`config.mk`:
```
export PLATFORM = sky130hd
export DESIGN_NAME = root_result_streamer
export DESIGN_NICKNAME = d
export VERILOG_FILES = /design/src/rtl/root_result_streamer.sv
export SDC_FILE = /design/constraint.sdc
export NUM_CORES = 1
export LEC_CHECK = 0
export BUFFER_PORTS_ARGS = -buffer_cell sky130_fd_sc_hd__buf_2
export CAP_MARGIN = 40
export CORE_MARGIN = 2
export CORE_UTILIZATION = 25
export DETAILED_ROUTE_END_ITERATION = 6
export SLEW_MARGIN = 20
export SYNTH_ARGS = -nofsm -noshare
export SYNTH_HDL_FRONTEND = slang
export SYNTH_SLANG_ARGS = --single-unit
```
`constraint.sdc`:
```
create_clock -name clk -period 3.1 [get_ports clk]
set_input_delay 0.155 -clock clk [delete_from_list [all_inputs] [get_ports clk]]
set_output_delay 0.155 -clock clk [all_outputs]
set_load 0.02 [all_outputs]
```
`src/rtl/root_result_streamer.sv`:
```
// root_result_streamer
//   Serialises one decoding round's result into a stream of 32-bit words:
//   a header (test ID), one word per processing unit with its root
//   coordinates, and a trailer carrying deadlock / iteration / cycle status.
//
// Ports
//   clk, reset          clock, synchronous active-high reset
//   result_valid        decoder result ready (level)
//   deadlock            decoder deadlock (level)
//   roots               per-PU root, PU n at [n*ADDRESS_WIDTH +: ADDRESS_WIDTH]
//   iteration_counter   iterations used (low 8 bits reported)
//   cycle_counter       cycles used (low 16 bits reported)
//   out_data/out_valid  stream word and its valid
//   out_ready           consumer accepts
//   busy                a frame is captured or in flight (registered)
//   drop_count          saturating count of triggers ignored while busy
//   fsm_state           debug view of the FSM state (0 IDLE, 1 HEADER,
//                       2 ROOTS, 3 TRAILER)
//
// Stream handshake: a word transfers on a rising clk edge where
// out_valid & out_ready. Once out_valid is high, out_valid and out_data hold
// until that transfer; only reset can withdraw a word.

module root_result_streamer #(
  parameter int CODE_DISTANCE_X         = 3,
  parameter int CODE_DISTANCE_Z         = 2,
  parameter int MEASUREMENT_ROUNDS      = (CODE_DISTANCE_X > CODE_DISTANCE_Z) ?
                                          CODE_DISTANCE_X : CODE_DISTANCE_Z,
  parameter int PU_COUNT                = CODE_DISTANCE_X * CODE_DISTANCE_Z * MEASUREMENT_ROUNDS,
  parameter int PER_DIMENSION_WIDTH     = $clog2(MEASUREMENT_ROUNDS),
  parameter int ADDRESS_WIDTH           = 3 * PER_DIMENSION_WIDTH,
  parameter int ITERATION_COUNTER_WIDTH = 8
) (
  input  logic                                clk,
  input  logic                                reset,
  input  logic                                result_valid,
  input  logic                                deadlock,
  input  logic [ADDRESS_WIDTH*PU_COUNT-1:0]   roots,
  input  logic [ITERATION_COUNTER_WIDTH-1:0]  iteration_counter,
  input  logic [31:0]                         cycle_counter,
  output logic [31:0]                         out_data,
  output logic                                out_valid,
  input  logic                                out_ready,
  output logic                                busy,
  output logic [7:0]                          drop_count,
  output logic [1:0]                          fsm_state
);

  localparam int IDX_W = (PU_COUNT > 1) ? $clog2(PU_COUNT) : 1;
  localparam logic [IDX_W-1:0] LAST_IDX = IDX_W'(PU_COUNT - 1);
  localparam int PDW = PER_DIMENSION_WIDTH;

  typedef enum logic [1:0] {
    S_IDLE    = 2'd0,
    S_HEADER  = 2'd1,
    S_ROOTS   = 2'd2,
    S_TRAILER = 2'd3
  } state_t;

  state_t                              state;
  logic                                trig_q;
  logic [31:0]                         test_id;
  logic [IDX_W-1:0]                    idx;
  logic [ADDRESS_WIDTH*PU_COUNT-1:0]   roots_cap;
  logic                                deadlock_cap;
  logic [7:0]                          iter_cap;
  logic [15:0]                         cyc_cap;

  logic                                trig;
  logic                                trig_edge;
  logic                                hs;
  logic [IDX_W-1:0]                    next_idx;
  logic [ADDRESS_WIDTH-1:0]            root_sel;
  logic [31:0]                         root_word;
  logic [31:0]                         trailer_word;

  assign trig      = result_valid | deadlock;
  assign trig_edge = trig & ~trig_q;
  assign hs        = out_valid & out_ready;
  assign fsm_state = state;

  assign trailer_word = {deadlock_cap, 7'b0, iter_cap, cyc_cap};

  // out_data is registered, so on each handshake we load the word that will
  // be presented next: from HEADER that is root 0, from ROOTS it is idx+1.
  assign next_idx = (state == S_ROOTS) ? idx + IDX_W'(1) : '0;

  always_comb begin
    root_sel = '0;
    for (int n = 0; n < PU_COUNT; n++) begin
      if (next_idx == IDX_W'(n)) begin
        root_sel = roots_cap[n*ADDRESS_WIDTH +: ADDRESS_WIDTH];
      end
    end
    // Address is packed {k,i,j}; each coordinate lands in its own byte lane.
    root_word = '0;
    root_word[PDW-1:0]   = root_sel[PDW-1:0];
    root_word[8 +: PDW]  = root_sel[PDW +: PDW];
    root_word[16 +: PDW] = root_sel[2*PDW +: PDW];
  end

  always_ff @(posedge clk) begin
    if (reset) begin
      state        <= S_IDLE;
      trig_q       <= 1'b0;
      test_id      <= '0;
      idx          <= '0;
      roots_cap    <= '0;
      deadlock_cap <= 1'b0;
      iter_cap     <= '0;
      cyc_cap      <= '0;
      out_data     <= '0;
      out_valid    <= 1'b0;
      busy         <= 1'b0;
      drop_count   <= '0;
    end else begin
      trig_q <= trig;

      // Any trigger edge outside IDLE is lost, including one coinciding with
      // the trailer handshake (state is still TRAILER on that edge).
      if (trig_edge && (state != S_IDLE) && (drop_count != 8'hFF)) begin
        drop_count <= drop_count + 8'd1;
      end

      case (state)
        S_IDLE: begin
          if (trig_edge) begin
            roots_cap    <= roots;
            deadlock_cap <= deadlock;
            iter_cap     <= 8'(iteration_counter);
            cyc_cap      <= cycle_counter[15:0];
            idx          <= '0;
            out_data     <= test_id;
            out_valid    <= 1'b1;
            busy         <= 1'b1;
            state        <= S_HEADER;
          end
        end
        S_HEADER: begin
          if (hs) begin
            out_data <= root_word;
            state    <= S_ROOTS;
          end
        end
        S_ROOTS: begin
          if (hs) begin
            if (idx == LAST_IDX) begin
              out_data <= trailer_word;
              state    <= S_TRAILER;
            end else begin
              out_data <= root_word;
              idx      <= next_idx;
            end
          end
        end
        S_TRAILER: begin
          if (hs) begin
            test_id   <= test_id + 32'd1;
            out_data  <= '0;
            out_valid <= 1'b0;
            busy      <= 1'b0;
            state     <= S_IDLE;
          end
        end
        default: begin
          state     <= S_IDLE;
          out_valid <= 1'b0;
          busy      <= 1'b0;
        end
      endcase
    end
  end

endmodule

```
# Word-level counts from Yosys, hierarchy flattened
# Cells that the tools add are included.
dict set report totals {
  ff_bits 214
}
dict set report op_classes {
  addsub 3
  eq_ne 28
  muxes 38
  n_bitwise 4
  reduce_logical 13
}
# cell n
set ops {}
lappend ops {{$mux W32} 5}
lappend ops {{$pmux W32 S4} 1}
lappend ops {{$mux W6} 18}
lappend ops {{$eq A5 B4 Y1 const B} 8}
lappend ops {{$add A32 B1 Y32 const B} 1}
lappend ops {{$eq A5 B3 Y1 const B} 4}
lappend ops {{$mux W5} 4}
lappend ops {{$eq A5 B5 Y1 const B} 3}
lappend ops {{$eq A5 B2 Y1 const B} 2}
lappend ops {{$mux W2} 5}
lappend ops {{$ne A2 B2 Y1 const B} 5}
lappend ops {{$pmux W5 S2} 1}
lappend ops {{$add A8 B1 Y8 const B} 1}
lappend ops {{$ne A8 B8 Y1 const B} 1}
lappend ops {{$pmux W2 S4} 1}
lappend ops {{$reduce_and A4 Y1} 2}
lappend ops {{$reduce_bool A2 Y1} 3}
lappend ops {{$add A5 B1 Y5 const B} 1}
lappend ops {{$eq A5 B1 Y1 const B} 1}
lappend ops {{$logic_not A5 Y1} 1}
lappend ops {{$reduce_and A5 Y1} 1}
lappend ops {{$eq A2 B2 Y1 const B} 2}
lappend ops {{$reduce_and A2 Y1} 2}
lappend ops {{$reduce_and A3 Y1} 1}
lappend ops {{9 further kinds} 12}

# Longest topological paths before layout
dict set report logic_depth {
  depth_word 24
  ltp_mapped 12
  ltp_nobuf 9
}

# Worst setup path after synthesis
# No wires, ideal clock.
dict set report synth_timing {
  path_kind {register to register}
  startpoint {register state[0], in the netlist fsm_state[0]}
  endpoint {register out_data[0]}
  arrival_time_ps 2570
  required_time_ps 2971
  path_slack_ps 401
  stages_incl_launch_ff 11
  path_buffers 2
  period_less_slack_ps 2699
  cell_sequence {dfxtp_1 > inv_1 > ha_1 > buf_6 > or3_4 > a22o_1 > buf_6 > a221oi_1 > o21ai_1 > a2111oi_1 > a21oi_1}
}
dict set report synth_via {
  elab_chain_len 24
}
# element line_no
set synth_lines {}
lappend synth_lines {{start, declared} 60} ;# state_t state;
lappend synth_lines {{start signal, assigned} 104} ;# state <= S_IDLE;
lappend synth_lines {{start signal, assigned} 136} ;# state <= S_HEADER;
lappend synth_lines {{start signal, assigned} 142} ;# state <= S_ROOTS;
lappend synth_lines {{$eq A2 B2 Y1} {86, 125}}
lappend synth_lines {{$mux W5} 86} ;# assign next_idx = (state == S_ROOTS) ? idx + IDX_W'(1) : '0;
lappend synth_lines {{$logic_not A5 Y1} 91} ;# if (next_idx == IDX_W'(n)) begin
lappend synth_lines {{$mux W6 (18 in series)} 91}
lappend synth_lines {{$mux W32} 147} ;# if (idx == LAST_IDX) begin
lappend synth_lines {{$mux W32} 146} ;# if (hs) begin
lappend synth_lines {{$pmux W32 S4} 125} ;# case (state)
lappend synth_lines {{end signal, assigned} 133} ;# out_data <= test_id;
lappend synth_lines {{end signal, assigned} 148} ;# out_data <= trailer_word;
lappend synth_lines {{end signal, assigned} 151} ;# out_data <= root_word;
lappend synth_lines {{end, declared} 41} ;# output logic [31:0] out_data,
# Several ways; a longest one is shown, not always the timed one. The select of a mux whose other input is x is not followed.
# A chain may end at the register's enable or synchronous reset.

# Worst setup path after layout
dict set report layout_timing {
  startpoint {register idx[1]}
  endpoint {register out_data[17]}
}
dict set report layout_via {
  elab_chain_len 24
}
# element line_no
set layout_lines {}
lappend layout_lines {{start, declared} 63} ;# logic [IDX_W-1:0] idx;
lappend layout_lines {{start signal, assigned} 152} ;# idx <= next_idx;
lappend layout_lines {{$add A5 B1 Y5} 86}
lappend layout_lines {{$mux W5} 86}
lappend layout_lines {{$logic_not A5 Y1} 91}
lappend layout_lines {{$mux W6 (18 in series)} 91}
lappend layout_lines {{$mux W32} 147}
lappend layout_lines {{$mux W32} 146}
lappend layout_lines {{$pmux W32 S4 (*)} 125}
# Mark *: on every way between the ends. The rest lies on a longest branch, timed or not. The select of a mux whose other input is x is not followed.

==> flow_summary_export.csv <==
group,metric,value,unit
timing,layout_setup_ws,244.8,ps
final_layout,antenna_cells,0,
timing,hold_violations,0,
final_layout,syn2layout_area_growth,37.39,%
critical_path,critical_path.max_stage_delay,440,ps
routing,drt-initial-drc-count,525,
pwr,internal_power,6.372,mW
clock_network,cts_tree,"done",
yosys,ys_seq_elements,214,
yosys,synth_cells,1257,
timing,max_freq,0.3502,GHz
run_status,status,"finished clean",
timing,fin_crit_sh,0.9210,
flow_run,drv_cap,0,
clock_network,cts.path.max_buffers,3,
yosys,synth_cell_types,89,
yosys,synth_simple_gate_area_share,0.2473,
placement,hpwl,23.22,mm
routing,wire_per_inst,15.88,um
critical_path,required,3530,ps
critical_path,worst_setup_path_end_kind,"register",
routing,vias,9937,
yosys,async_flop_share,0,
yosys,muxShareOfSynthArea,0.01323,
timing,rsz0062_at_grt,"no",
timing,fin_crit,2855,ps
timing,tightest_slew,680.9,ps
yosys,synth_top_area_cell,"dfxtp_1",
timing,setup_viol,0,
clock_network,clk_latency,530,ps
final_layout,layout.nets,1703,
critical_path,slowest_stage,"ha_1",
global_route,grt_max_degree,82,
floorplanning,coreArea,0.03874,mm2
yosys,synth_top_family_by_area,"simple AND/OR/NAND/NOR gates",
critical_path,crit_buf_inv,2,
final_layout,final_common_cell,"nand2_1",
pwr,p_per_area,747.9,mW/mm2
global_route,grt_use_total,0.1566,
yosys,ys.warnings.count,0,
yosys,synth-compound-area-share,0.2091,
global_route,grt.overflow.total,0,
pwr,swShare,0.3695,
global_route,antenna_found_initial,0,
yosys,synth_fp_nets,1419,
clock_network,cts_sinks,214,
routing,drc,0,
clock_network,clk_pin_slew,60,ps
pwr,pwr-share-comb,0.337,
clock_network,cts_hold_buf,136,
critical_path,path_delay_family,"compound AO/OA/AOI/OAI gates",
yosys,ys.flop_type,"dfxtp_1",
pwr,p_switching,3.735,mW
placement,post-place-ws,270.7,ps
critical_path,crit_chain,"inv_1 > ha_1 > buf_4 > nand2_1 > nand2_1 > and3_2 > a221oi_1 > o211ai_1 > a32o_1",
placement,gp_congestion,0.9344,
yosys,synthesis.area,0.009836,mm2
floorplanning,die_area,0.04095,mm2
yosys,yosys.area_share.adder,0.01145,
critical_path,critPathArrivalTime,3280,ps
floorplanning,std_cell_rows,72,
yosys,avgSynthCellArea,7.825,um2
yosys,synth-edff-count,0,
yosys,synthXorXnorAreaFrac,0.02926,
critical_path,cp_max_fo,10,
hold_path,min_path_type,"primary input to register",
floorplanning,die_h,202.4,um
critical_path,crit_top_cell,"nand2_1",
clock_network,cts_htree_levels,1,
yosys,ys_seq_area_frac,0.4356,
timing,max_slew_margin,0.5461,
placement,portBuffers,180,
global_route,grt_pass1_wl,52.02,mm
global_route,grt_pass1_vias,9595,
final_layout,drive_gt1_frac,0.1897,
routing,ant_nets,0,
timing,final_max_slew_viol_count,0,
timing,clock_skew,21.14,ps
pwr,p_leak,5.246,nW
routing,wirelength,33.00,mm
pwr,power.share.clock,0.311,
floorplanning,die_w,202.4,um
pwr,pwr-share-seq,0.352,
critical_path,r2r_slack,240,ps
pwr,ir_drop,0.4144,mV
clock_network,cts_resized,0,
critical_path,critical_path_class,"register to register",
yosys,ys_top_cells_by_area,"dfxtp_1 (44%), nand2_1 (12%), a21oi_1 (9.0%)",
final_layout,final_cell_mix,"nand2_1 (319), dfxtp_1 (214), buf_2 (179)",
routing,drtPass1Iterations,5,
routing,via_per_inst,4.782,
critical_path,start_kind,"register",
timing,fin_tns_setup,0,ps
clock_network,cts_root_buffer,"clkbuf_16",
floorplanning,start_util,0.2539,
clock_network,cts_made_buffers,25,
clock_network,cts_setup_buffers,0,
yosys,yosysTopAreaCellShare,0.4356,
floorplanning,io_pins,197,
worst reg2reg max path: stages (launching register included):
cell and delay, ps:
dfxtp_1 430, inv_1 80, ha_1 440, buf_4 240, nand2_1 60, nand2_1 240
and3_2 370, a221oi_1 390, o211ai_1 190, a32o_1 300
flip-flops by register name, summed over array words and instances (netlist names):
name          cells
busy              1
cyc_cap          16
deadlock_cap      1
drop_count        8
fsm_state         2
idx               5
iter_cap          8
out_data         32
roots_cap       108
test_id          32
trig_q            1
layer usage:
metal  track usage  part of all wire
met1        0.2091              0.45
met2        0.2622              0.46
met3       0.02144             0.056
met4       0.04614             0.029
met5             0                 0
cell families (layout without fill, tap and decap cells):
kind of cell	after synthesis	count (layout)
AND/OR/NAND/NOR	551	551
AO/OA/AOI/OAI	324	324
flip-flops	214	214
buffers and inverters	115	418
XOR/XNOR	32	32
multiplexers	12	12
adder cells (fa/ha/maj)	9	9
layout make-up:
class                      instances  area [um2]
clock buffer                      33       725.7
clock inverter                    13       163.9
fill                            4124       25220
inverter                          22       82.58
multi-input combinational        928        5035
sequential                       214        4284
tap                              518       648.1
timing repair buffer             350        2574
worst paths after layout:
check	from	to	depth (start not counted)
max	idx[1]	out_data[17]	9
min	reset	idx[1]	2
max reg2reg	idx[1]	out_data[17]	9
min reg2reg	out_data[24]	out_data[24]	2
through the flow:
stage / power, mW / utilization / hold WS (ps) / cells / cell area (um2)
after floorplan: 5.803 / - / 270.8 / 1257 / 9836
after global placement: 6.862 / 0.2900 / 380.1 / 1894 / 11230
after detailed placement: 6.914 / 0.2902 / 384.0 / 1895 / 11240
after CTS: 10.25 / 0.3483 / 50.72 / 2077 / 13490
after global routing: 10.75 / 0.3488 / 71.45 / 2078 / 13510
final: 10.11 / 0.3488 / 49.80 / 2078 / 13510
Yosys cell counts (5+ instances only):
cell / number
a221oi_1: 26
and3_1: 6
a32o_1: 5
buf_4: 5
dfxtp_1: 214
nand4_1: 15
a31oi_1: 9
nor3_1: 36
xnor2_1: 15
inv_1: 21
a22oi_1: 6
xor2_1: 16
nand2_1: 319
a21oi_1: 176
and2_1: 5
o22ai_1: 12
a22o_1: 5
o21ai_0: 27
buf_6: 9
or3_1: 11
clkbuf_1: 70
mux2i_1: 7
nand3_1: 32
nor2_1: 84
nor2b_1: 5
ha_1: 9
power groups by stage:
stage / sequential, mW / combinational [mW] / clock (mW)
6_report: 3.55 / 3.41 / 3.15
5_1_grt: 3.61 / 3.78 / 3.36
3_5_place_dp: 3.61 / 3.30 / 0
3_3_place_gp: 3.59 / 3.27 / 0
2_1_floorplan: 3.69 / 2.11 / 0
4_1_cts: 3.55 / 3.46 / 3.24
(Power assumes the default switching activity.)
